$ cat src/rtl/rr_arbiter_4.sv
// Four-requester round-robin arbiter with a registered grant index for decoder_2x4.
// Optional forced release of long-held grants is enabled with `define ARB_TIMEOUT_EN.
//
// state | meaning
// IDLE  | no live grant; arbitrate among req starting at ptr
// GRANT | gnt_idx owns the resource until done, req drop or hold timeout
module rr_arbiter_4 #(
  parameter int MAX_HOLD = 8
) (
  input  logic       clk,
  input  logic       rst_n,
  input  logic [3:0] req,
  input  logic       done,
  output logic [1:0] gnt_idx,
  output logic       gnt_valid,
  output logic       timeout
);

  typedef enum logic {IDLE, GRANT} state_t;

  state_t     state, state_nxt;
  logic [1:0] ptr, ptr_nxt;
  logic [1:0] gnt_idx_nxt;
  logic       gnt_valid_nxt;
  logic       timeout_nxt;
  logic [1:0] winner;
  logic       release_now;
  logic       hold_expired;

  // First set request at or after the pointer, wrapping modulo 4.
  function automatic logic [1:0] pick_winner(input logic [3:0] r, input logic [1:0] p);
    logic [1:0] w;
    logic [1:0] c;
    w = p;
    for (int i = 3; i >= 0; i--) begin
      c = p + 2'(i);
      if (r[c]) w = c;
    end
    return w;
  endfunction

  assign winner      = pick_winner(req, ptr);
  assign release_now = done || !req[gnt_idx];

`ifdef ARB_TIMEOUT_EN
  localparam int CW = $clog2(MAX_HOLD);

  logic [CW-1:0] hold_cnt;

  assign hold_expired = (state == GRANT) && (hold_cnt == CW'(MAX_HOLD - 1));

  always_ff @(posedge clk or negedge rst_n) begin
    if (!rst_n) begin
      hold_cnt <= '0;
    end else if (state == GRANT && state_nxt == GRANT) begin
      hold_cnt <= hold_cnt + CW'(1);
    end else begin
      hold_cnt <= '0;
    end
  end
`else
  assign hold_expired = 1'b0;
`endif

  always_comb begin
    state_nxt     = state;
    ptr_nxt       = ptr;
    gnt_idx_nxt   = gnt_idx;
    gnt_valid_nxt = gnt_valid;
    timeout_nxt   = 1'b0;
    case (state)
      IDLE: begin
        gnt_valid_nxt = 1'b0;
        if (|req) begin
          state_nxt     = GRANT;
          gnt_idx_nxt   = winner;
          gnt_valid_nxt = 1'b1;
        end
      end
      GRANT: begin
        // A normal release on the last allowed cycle suppresses the timeout pulse.
        if (release_now || hold_expired) begin
          state_nxt     = IDLE;
          gnt_valid_nxt = 1'b0;
          ptr_nxt       = gnt_idx + 2'd1;
          timeout_nxt   = !release_now;
        end
      end
    endcase
  end

  always_ff @(posedge clk or negedge rst_n) begin
    if (!rst_n) begin
      state     <= IDLE;
      ptr       <= 2'd0;
      gnt_idx   <= 2'd0;
      gnt_valid <= 1'b0;
      timeout   <= 1'b0;
    end else begin
      state     <= state_nxt;
      ptr       <= ptr_nxt;
      gnt_idx   <= gnt_idx_nxt;
      gnt_valid <= gnt_valid_nxt;
      timeout   <= timeout_nxt;
    end
  end

endmodule

$ cat config.mk
export PLATFORM = sky130hd
export DESIGN_NAME = rr_arbiter_4
export DESIGN_NICKNAME = d
export VERILOG_FILES = /design/src/rtl/rr_arbiter_4.sv
export SDC_FILE = /design/constraint.sdc
export NUM_CORES = 1
export LEC_CHECK = 0
export ABC_AREA = 0
export CAP_MARGIN = 30
export CORE_AREA = 2 2 39 41
export DETAILED_ROUTE_END_ITERATION = 7
export DIE_AREA = 0 0 41 43
export DONT_BUFFER_PORTS = 1
export PLACE_DENSITY = 0.44
export REMOVE_ABC_BUFFERS = 1
export SYNTH_ARGS = -nofsm -noshare
export SYNTH_HDL_FRONTEND = slang
export SYNTH_SLANG_ARGS = --single-unit
export TNS_END_PERCENT = 20
$ cat constraint.sdc
create_clock -name clk -period 3.4 [get_ports clk]
set_input_delay 0.34 -clock clk [delete_from_list [all_inputs] [get_ports clk]]
set_output_delay 0.34 -clock clk [all_outputs]
set_load 0.01 [all_outputs]
==> results of run 1 <==
[cell type report]
| type | count | area [sq um] | share of cell area |
|---|---|---|---|
| Clock buffer | 3 | 22.5 | 0.0528 |
| Inverter | 2 | 7.51 | 0.0176 |
| Sequential cell | 6 | 150 | 0.352 |
| Multi-Input combinational cell | 30 | 216 | 0.507 |
| Tap cell | 16 | 20.0 | 0.0469 |
| Timing Repair Buffer | 1 | 10.0 | 0.0235 |
[worst max path at each step]
| stage | start | to | slack (ns) | cells past startpoint |
|---|---|---|---|---|
| 2_1_floorplan | gnt_idx[0] | ptr[1] | 1.77 | 3 |
| 3_3_place_gp | gnt_idx[0] | ptr[1] | 1.74 | 3 |
| 3_5_place_dp | gnt_idx[0] | ptr[1] | 1.70 | 3 |
| 4_1_cts | gnt_idx[0] | ptr[1] | 1.69 | 3 |
| 5_1_grt | gnt_idx[0] | ptr[1] | 1.65 | 3 |
| 6_report | gnt_idx[0] | ptr[1] | 1.70 | 3 |
[logic make-up after synthesis]
family / share of synthesized area
buf+inv: 0.0394
mux: 0.134
other cells: 0.00983
xor+xnor: 0.0230
simple gates: 0.193
compound gates: 0.207
flops: 0.393
[repair_timing]
item,CTS,global route
endpoints found under the hold margin,6,0
buffers inserted,0,0
hold buffers,1,0
[state kept, by name, indices dropped and copies added (netlist names)]
name       count
gnt_idx        2
gnt_valid      1
ptr            2
state          1
[power groups by stage]
stage / Clock (W) / Sequential (W) / Combinational, W
final: 0.0000647 / 0.000164 / 0.000140
after global routing: 0.0000751 / 0.000170 / 0.000158
after CTS: 0.0000672 / 0.000164 / 0.000142
after detailed placement: 0 / 0.000164 / 0.000139
after global placement: 0 / 0.000164 / 0.000138
after floorplan: 0 / 0.000151 / 0.000120
[metal layers]
layer / GRT usage / vias to the layer above / share of wire
li1: - / 153 / -
met4: 0.0800 / 0 / 0
met2: 0.144 / 9 / 0.46
met3: 0.0576 / 0 / 0.082
met1: 0.140 / 148 / 0.45
met5: 0 / - / 0
[stage by stage]
step | cell area (sq um) | hold slack (ns)
finish | 427 | 0.343
global route | 427 | 0.370
CTS | 427 | 0.338
detailed placement | 394 | 0.0446
global placement | 394 | 0.0445
floorplan | 374 | 0.0444
[cells in the final DEF (no fill, tap or decap), drive strengths merged, types with 2 or more instances in the layout]
cell type / instances
dfrtp: 6
o21ai: 5
nor2b: 4
clkbuf: 3
mux2: 3
inv: 2
nor2: 2
nand2: 2
nor3: 2
==> impl_metrics.env, run 1 <==
export IMPL_status="complete, no violations"
export IMPL_die_y_um=43
export IMPL_h_tree_depth=1
export IMPL_cap_violations=0
export IMPL_clockRootBuffer="clkbuf_4"
export IMPL_rr_worst_depth=3
export IMPL_start_util=0.276
export IMPL_n_fill_cell=145
export IMPL_p_switching_w=0.000142
export IMPL_vdd_drop_max_v=0.000173
export IMPL_grt_pass1_vias=318
export IMPL_track_usage=0.113
export IMPL_vias=310
export IMPL_post_place_ws_ns=1.70
export IMPL_fin_setup_tns_ns=0
export IMPL_io_buffers=0
export IMPL_final_core_utilization=0.308
export IMPL_layout_setup_ws_ns=1.70
export IMPL_start_kind="flop"
export IMPL_clock_path_buffers=2
export IMPL_hold_start="req[1]"
export IMPL_r2r_start="gnt_idx[0]"
export IMPL_synthFlopType="dfrtp_1"
export IMPL_grt_start_max_net_pins=8
export IMPL_synth_cell_types=22
export IMPL_r2r_end="ptr[1]"
export IMPL_firstDrtPassIters=2
export IMPL_ys_top_cells_by_count="dfrtp_1, o21ai_0, nor2b_1"
export IMPL_crit_path_max_incr_delay_ns=0.51
export IMPL_total_power_w=0.000369
export IMPL_die_w_um=41
export IMPL_rows=14
export IMPL_instances_no_fill=58
export IMPL_nets=51
export IMPL_io_pins=11
export IMPL_synth_top_area_frac=0.393
export IMPL_cts_buffers=3
export IMPL_p_int_w=0.000228
export IMPL_place_hpwl_um=645
export IMPL_critPathKind="reg2reg"
export IMPL_comb_power_share=0.380
export IMPL_min_period_ns=1.70
export IMPL_clock_fmax_mhz=587
export IMPL_drc=0
export IMPL_maxSlewViolCount=0
export IMPL_period_share=0.501
export IMPL_netlist_area_sq_um=382
export IMPL_p_leak_nw=0.182
export IMPL_power_density_mw_per_mm2=866
export IMPL_rsz0062_at_grt="no"
export IMPL_postRouteAntennaNets=0
export IMPL_synthArstFlopShare=1.00
export IMPL_n_antenna_cell=0
export IMPL_pwr_share_clk=0.175
export IMPL_cp_top_family="multiplexers"
export IMPL_placed_cells=54
export IMPL_gr_total_overflow=0
export IMPL_netlist_instances=39
export IMPL_end_kind="flop"
export IMPL_avgViaCountPerCell=5.34
export IMPL_finalSetupViolCount=0
export IMPL_clock_latency_ns=0.24
export IMPL_yosys_area_top_type="dfrtp_1"
export IMPL_min_path_cells=2
export IMPL_crit_buf_inv=0
export IMPL_grt_pass1_wl_mm=1.31
export IMPL_final_hold_viol_count=0
export IMPL_cp_required_ns=3.53
export IMPL_antenna_found_initial=0
export IMPL_drt_iter0_markers=3
export IMPL_synth_avg_cell_area_sq_um=9.79
export IMPL_switching_share=0.384
export IMPL_drt_total_wl_um=803
export IMPL_core_sq_mm=0.00138
export IMPL_hp_class="in2reg"
export IMPL_dieArea_sq_mm=0.00176
export IMPL_yosys_warnings=0
export IMPL_synth_most_common_cell="dfrtp_1"
export IMPL_cts_resized=0
export IMPL_ys_seq_elements=6
export IMPL_routedWlPerCell_um=13.8
export IMPL_yosysSeqAreaShare=0.393
export IMPL_clk_pin_slew_ns=0.05
export IMPL_cts_tree="built"
export IMPL_crit_fanout=6
export IMPL_r2r_slack_ns=1.70
export IMPL_crit_chain="mux2_1, a221o_2, mux2_4"
export IMPL_finClkSkew_ns=0.00699
export IMPL_crit_arrival_ns=1.83
export IMPL_cts_sinks=6
export IMPL_slowest_stage="dfrtp_1"
export IMPL_drive_gt1_frac=0.143
export IMPL_holdPathEnd="gnt_idx[1]"
export IMPL_synth_edf_count=0
export IMPL_area_growth_pct=11.8
export IMPL_gp_congestion=0.831
export IMPL_ys_top_cells_by_area="dfrtp_1, mux2_4, nor2b_1"
export IMPL_p_seq_frac=0.445
Note: power is estimated with default switching activity, not from simulation.
==> run 2: changes to the inputs <==
Settings changed: ABC_AREA 0 to 1, PLACE_DENSITY 0.44 to 0.6.
Clock period 3.4 ns to 1.55 ns, I/O delays scaled along.
==> run 2 against run 1 <==
  * Synthesized cell count rose by 110%
  * Sequential cell count did not move
  * Power rose to 3.7 times the previous value
  * Largest power group is now combinational logic
  * Global-route usage rose by 4.2 points
==> impl_metrics.env, run 2 <==
export IMPL_drive_gt1_frac=0.333
export IMPL_crit_fanout=10
export IMPL_n_fill_cell=156
export IMPL_synth_top_area_frac=0.270
export IMPL_final_hold_viol_count=0
export IMPL_ys_top_cells_by_area="dfrtp_1, nand2_2, nand2_1"
export IMPL_rows=14
export IMPL_crit_chain="o21ai_2, nand2_1, nand2_1, inv_1, nand2_2, nand3_1, nand3_1, nand2_1"
export IMPL_synth_cell_types=21
export IMPL_rsz0062_at_grt="no"
export IMPL_crit_top_cell="nand2_1"
export IMPL_firstDrtPassIters=4
export IMPL_cts_sinks=6
export IMPL_crit_arrival_ns=1.43
export IMPL_grt_pass1_wl_mm=1.87
export IMPL_cp_required_ns=1.68
export IMPL_yosys_area_top_type="dfrtp_1"
export IMPL_gr_total_overflow=0
export IMPL_gp_congestion=0.739
export IMPL_slowest_stage="dfrtp_2"
export IMPL_h_tree_depth=1
export IMPL_netlist_area_sq_um=556
export IMPL_finClkSkew_ns=0.00656
export IMPL_synth_avg_cell_area_sq_um=6.77
export IMPL_grt_start_max_net_pins=11
export IMPL_clock_fmax_mhz=769
export IMPL_drc=0
export IMPL_core_sq_mm=0.00138
export IMPL_clk_pin_slew_ns=0.05
export IMPL_power_density_mw_per_mm2=2320
export IMPL_finalSetupViolCount=0
export IMPL_final_cell_mix="nand2_1, nand2_2, inv_1"
export IMPL_grt_pass1_vias=454
export IMPL_p_leak_nw=0.311
export IMPL_netlist_instances=82
export IMPL_nets=93
export IMPL_clock_path_buffers=2
export IMPL_die_y_um=43
export IMPL_drt_total_wl_mm=1.05
export IMPL_area_growth_pct=5.63
export IMPL_dieArea_sq_mm=0.00176
export IMPL_yosysSeqAreaShare=0.270
export IMPL_io_buffers=0
export IMPL_postCtsSetupBuffers=0
export IMPL_ys_top_cells_by_count="nand2_1, nand2_2, inv_1"
export IMPL_synth_edf_count=0
export IMPL_die_w_um=41
export IMPL_vias=478
export IMPL_cap_violations=0
export IMPL_critPathKind="reg2reg"
export IMPL_end_kind="flop"
export IMPL_crit_buf_inv=1
export IMPL_crit_path_max_incr_delay_ns=0.51
export IMPL_ys_seq_elements=6
export IMPL_start_util=0.401
export IMPL_start_kind="flop"
export IMPL_clock_latency_ns=0.24
export IMPL_clockRootBuffer="clkbuf_4"
export IMPL_place_hpwl_um=850
export IMPL_period_share=0.839
export IMPL_io_pins=11
export IMPL_cp_top_family="flip-flops"
export IMPL_status="complete, no violations"
export IMPL_cts_tree="built"
export IMPL_n_antenna_cell=0
export IMPL_layout_commonest_cell="nand2_1"
export IMPL_synth_most_common_cell="nand2_1"
export IMPL_track_usage=0.155
export IMPL_fin_setup_tns_ns=0
export IMPL_reg_top3="gnt_idx x2, ptr x2"
export IMPL_drt_iter0_markers=8
export IMPL_avgViaCountPerCell=4.78
export IMPL_vdd_drop_max_v=0.000875
export IMPL_postRouteAntennaNets=0
export IMPL_yosys_warnings=0
export IMPL_antenna_found_initial=0
export IMPL_min_period_ns=1.30
export IMPL_routedWlPerCell_um=10.5
export IMPL_synthFlopType="dfrtp_1"
export IMPL_maxSlewViolCount=0
export IMPL_total_power_w=0.00136
export IMPL_cts_buffers=3
export IMPL_hp_class="in2reg"
export IMPL_synthArstFlopShare=1.00
==> run 2: cell count changes after synthesis, sizes merged, moves of 2 or more <==
| cell | delta |
|---|---|
| buf | +2 |
| inv | +10 |
| mux2 | -3 |
| nand2 | +36 |
| nand3 | +7 |
| nor2b | -4 |
| nor3 | -2 |
| o21ai | +3 |
==> run 2: metal layers <==
metal	wire length (um)	up-vias	track usage
li1	-	260	-
met1	515	209	0.193
met2	479	9	0.241
met3	50	0	0.0314
met4	0	0	0.0800
met5	0	-	0
==> run 2: timing repair <==
| item | 4_1_cts | 5_1_grt |
|---|---|---|
| hold buffers | 1 | 0 |
| setup endpoints to repair | 0 | 1 |
| resized for setup | 0 | 1 |
| endpoints found under the hold margin | 6 | 0 |
==> run 2: per-stage QoR <==
step	hold WS, ns	instance area, sq um	setup slack [ns]	std cells	utilization
after floorplan	-0.141	526	0.249	79	-
after global placement	-0.140	553	0.112	96	0.400
after detailed placement	-0.140	553	0.0922	96	0.400
after CTS	0.103	586	0.0854	100	0.423
after global routing	0.114	587	0.131	100	0.424
final	0.113	587	0.250	100	0.424
==> run 2: final cells by class <==
cell class | count | area [sq um] | area share
sequential | 6 | 151 | 0.258
tap | 16 | 20.0 | 0.0341
multi-input combinational | 61 | 323 | 0.550
clock buffer | 3 | 22.5 | 0.0384
inverter | 12 | 52.6 | 0.0896
timing repair buffer | 2 | 17.5 | 0.0299
==> run 2: cells by family after synthesis <==
group | after synthesis | share of synthesized area
other cells | 1 | 0.00675
compound gates | 13 | 0.155
xor+xnor | 1 | 0.0158
flops | 6 | 0.270
simple gates | 46 | 0.403
buf+inv | 15 | 0.149
==> run 2: where the power goes <==
part	leakage [nW]	internal, W	total [W]	switching (W)
registers	0.0704	0.000242	0.000412	0.000170
clock network	0.0138	0.0000871	0.000137	0.0000494
logic	0.227	0.000326	0.000810	0.000484
total	0.311	0.000655	0.00136	0.000704
==> run 2: final timing paths <==
check	slack, ns	end	from	cells after the start
worst max-delay path	0.25	gnt_idx[0]	ptr[0]	8
worst min-delay path	0.11	state	req[3]	2
worst max register to register	0.25	gnt_idx[0]	ptr[0]	8
worst min register to register	0.57	gnt_valid	gnt_valid	1
max in group asynchronous	1.10	ptr[0]	rst_n	1
min in group asynchronous	0.22	gnt_valid	rst_n	1
==> run 3: changes to the inputs <==
Clock period 1.55 ns to 1.14 ns, I/O delays scaled along.
==> run 3 against run 2 <==
  * The run now ends with negative setup slack left
  * Wire length rose by 36%
  * Utilization rose by 12 points
  * Final cell count up 10%
  * Sequential cell count did not move
  * Worst hold slack worse by 0.051 ns
  * Via count is 16% higher
==> impl_metrics.env, run 3 (synthesis gave the netlist of run 2 again) <==
export IMPL_status="finished with violations"
export IMPL_failed_checks="negative setup slack"
export IMPL_cts_tree="built"
export IMPL_grt_pass1_vias=525
export IMPL_placed_cell_area_sq_um=598
export IMPL_dieArea_sq_mm=0.00176
export IMPL_drt_total_wl_mm=1.42
export IMPL_vdd_drop_max_v=0.00168
export IMPL_startpoint="ptr[0]"
export IMPL_layout_commonest_cell="nand2_2"
export IMPL_cts_buffers=3
export IMPL_vias=556
export IMPL_cap_violations=0
export IMPL_clock_fmax_mhz=748
export IMPL_gr_total_overflow=0
export IMPL_nets=103
export IMPL_gp_congestion=0.777
export IMPL_final_hold_viol_count=0
export IMPL_rows=14
export IMPL_io_buffers=0
export IMPL_grt_start_max_net_pins=8
export IMPL_io_pins=11
export IMPL_min_period_ns=1.34
export IMPL_hp_class="in2reg"
export IMPL_drive_gt1_frac=0.521
export IMPL_routedWlPerCell_um=12.9
export IMPL_maxSlewViolCount=0
export IMPL_postLayoutCellArea_sq_um=751
export IMPL_clk_pin_slew_ns=0.04
export IMPL_start_kind="flop"
export IMPL_post_place_ws_ns=-0.251
export IMPL_r2r_slack_ns=-0.20
export IMPL_antenna_found_initial=0
export IMPL_r2r_start="ptr[0]"
export IMPL_crit_arrival_ns=1.51
export IMPL_clock_path_buffers=2
export IMPL_period_share=1.17
export IMPL_grt_pass1_wl_mm=2.17
export IMPL_endpoint="gnt_idx[0]"
export IMPL_die_w_um=41
export IMPL_reg_top3="gnt_idx x2, ptr x2"
export IMPL_total_power_w=0.00249
export IMPL_track_usage=0.182
export IMPL_avgViaCountPerCell=5.05
export IMPL_min_path_cells=2
export IMPL_firstDrtPassIters=4
export IMPL_rsz0062_at_grt="yes"
export IMPL_start_util=0.401
export IMPL_r2r_end="gnt_idx[0]"
export IMPL_finClkSkew_ns=0.00148
export IMPL_critPathKind="reg2reg"
export IMPL_end_kind="flop"
export IMPL_final_cell_mix="nand2_2, nand2_1, inv_1, buf_4"
export IMPL_layout_setup_ws_ns=-0.196
export IMPL_place_hpwl_um=939
export IMPL_die_y_um=43
export IMPL_drt_iter0_markers=9
export IMPL_n_antenna_cell=0
export IMPL_finalSetupViolCount=2
export IMPL_core_sq_mm=0.00138
export IMPL_area_growth_pct=35.1
export IMPL_postRouteAntennaNets=0
export IMPL_cts_sinks=6
export IMPL_clockRootBuffer="clkbuf_4"
export IMPL_power_density_mw_per_mm2=3310
export IMPL_cp_required_ns=1.32
export IMPL_p_leak_nw=0.393
export IMPL_crit_fanout=6
export IMPL_h_tree_depth=1
export IMPL_rr_worst_depth=12
export IMPL_clock_latency_ns=0.24
export IMPL_drc=0
[run 3: per-layer routing]
metal / GRT usage / routed length [um] / up-vias
li1: - / - / 283
met1: 0.227 / 581 / 264
met2: 0.288 / 793 / 9
met3: 0.0314 / 41 / 0
met4: 0.0867 / 0 / 0
met5: 0 / 0 / -
[run 3: per-stage QoR]
stage	setup TNS, ns	utilization	instances	hold WS [ns]
after floorplan	-0.262	-	79	-0.182
after global placement	-0.447	0.432	102	-0.181
after detailed placement	-0.493	0.432	102	-0.181
after CTS	-0.246	0.494	109	0.0607
after global routing	-0.687	0.542	110	0.0791
final	-0.302	0.542	110	0.0625
[run 3: report_power, final]
group	switching, W	leakage [nW]	internal (W)	total [W]
logic	0.00105	0.309	0.000786	0.00184
clock network	0.0000711	0.0138	0.000119	0.000190
registers	0.000129	0.0704	0.000330	0.000459
[run 3: cell type report]
cell class	count	area, sq um
clock buffer	3	22.5
inverter	12	57.6
tap	16	20.0
fill	132	633
timing repair buffer	12	109
sequential	6	151
multi-input combinational	61	390
[run 3: what timing repair did]
item                       CTS  global route
setup endpoints to repair    4             6
gates resized for setup      8            16
hold buffers                 1             0
hold endpoints to repair     6             0
pin swaps                    6            12
buffers inserted             3             1
[run 3: worst min path at each step]
| stage | from | endpoint | slack [ns] |
|---|---|---|---|
| 6_report | req[3] | state | 0.06 |
| 3_3_place_gp | rst_n | ptr[1] | -0.18 |
| 2_1_floorplan | rst_n | gnt_idx[0] | -0.18 |
| 3_5_place_dp | rst_n | ptr[1] | -0.18 |
| 5_1_grt | req[3] | state | 0.08 |
| 4_1_cts | req[3] | state | 0.06 |
[run 3: critical path, cell delays in order (launching register included)]
cell	delay [ns]
dfrtp_2	0.42
buf_12	0.15
clkinv_8	0.06
nand2_4	0.05
nand2_4	0.08
nand2_4	0.05
nand2_2	0.07
nand2_2	0.04
nand2_2	0.09
nand2_2	0.06
nand2_2	0.07
nand3_2	0.06
nand2_2	0.07
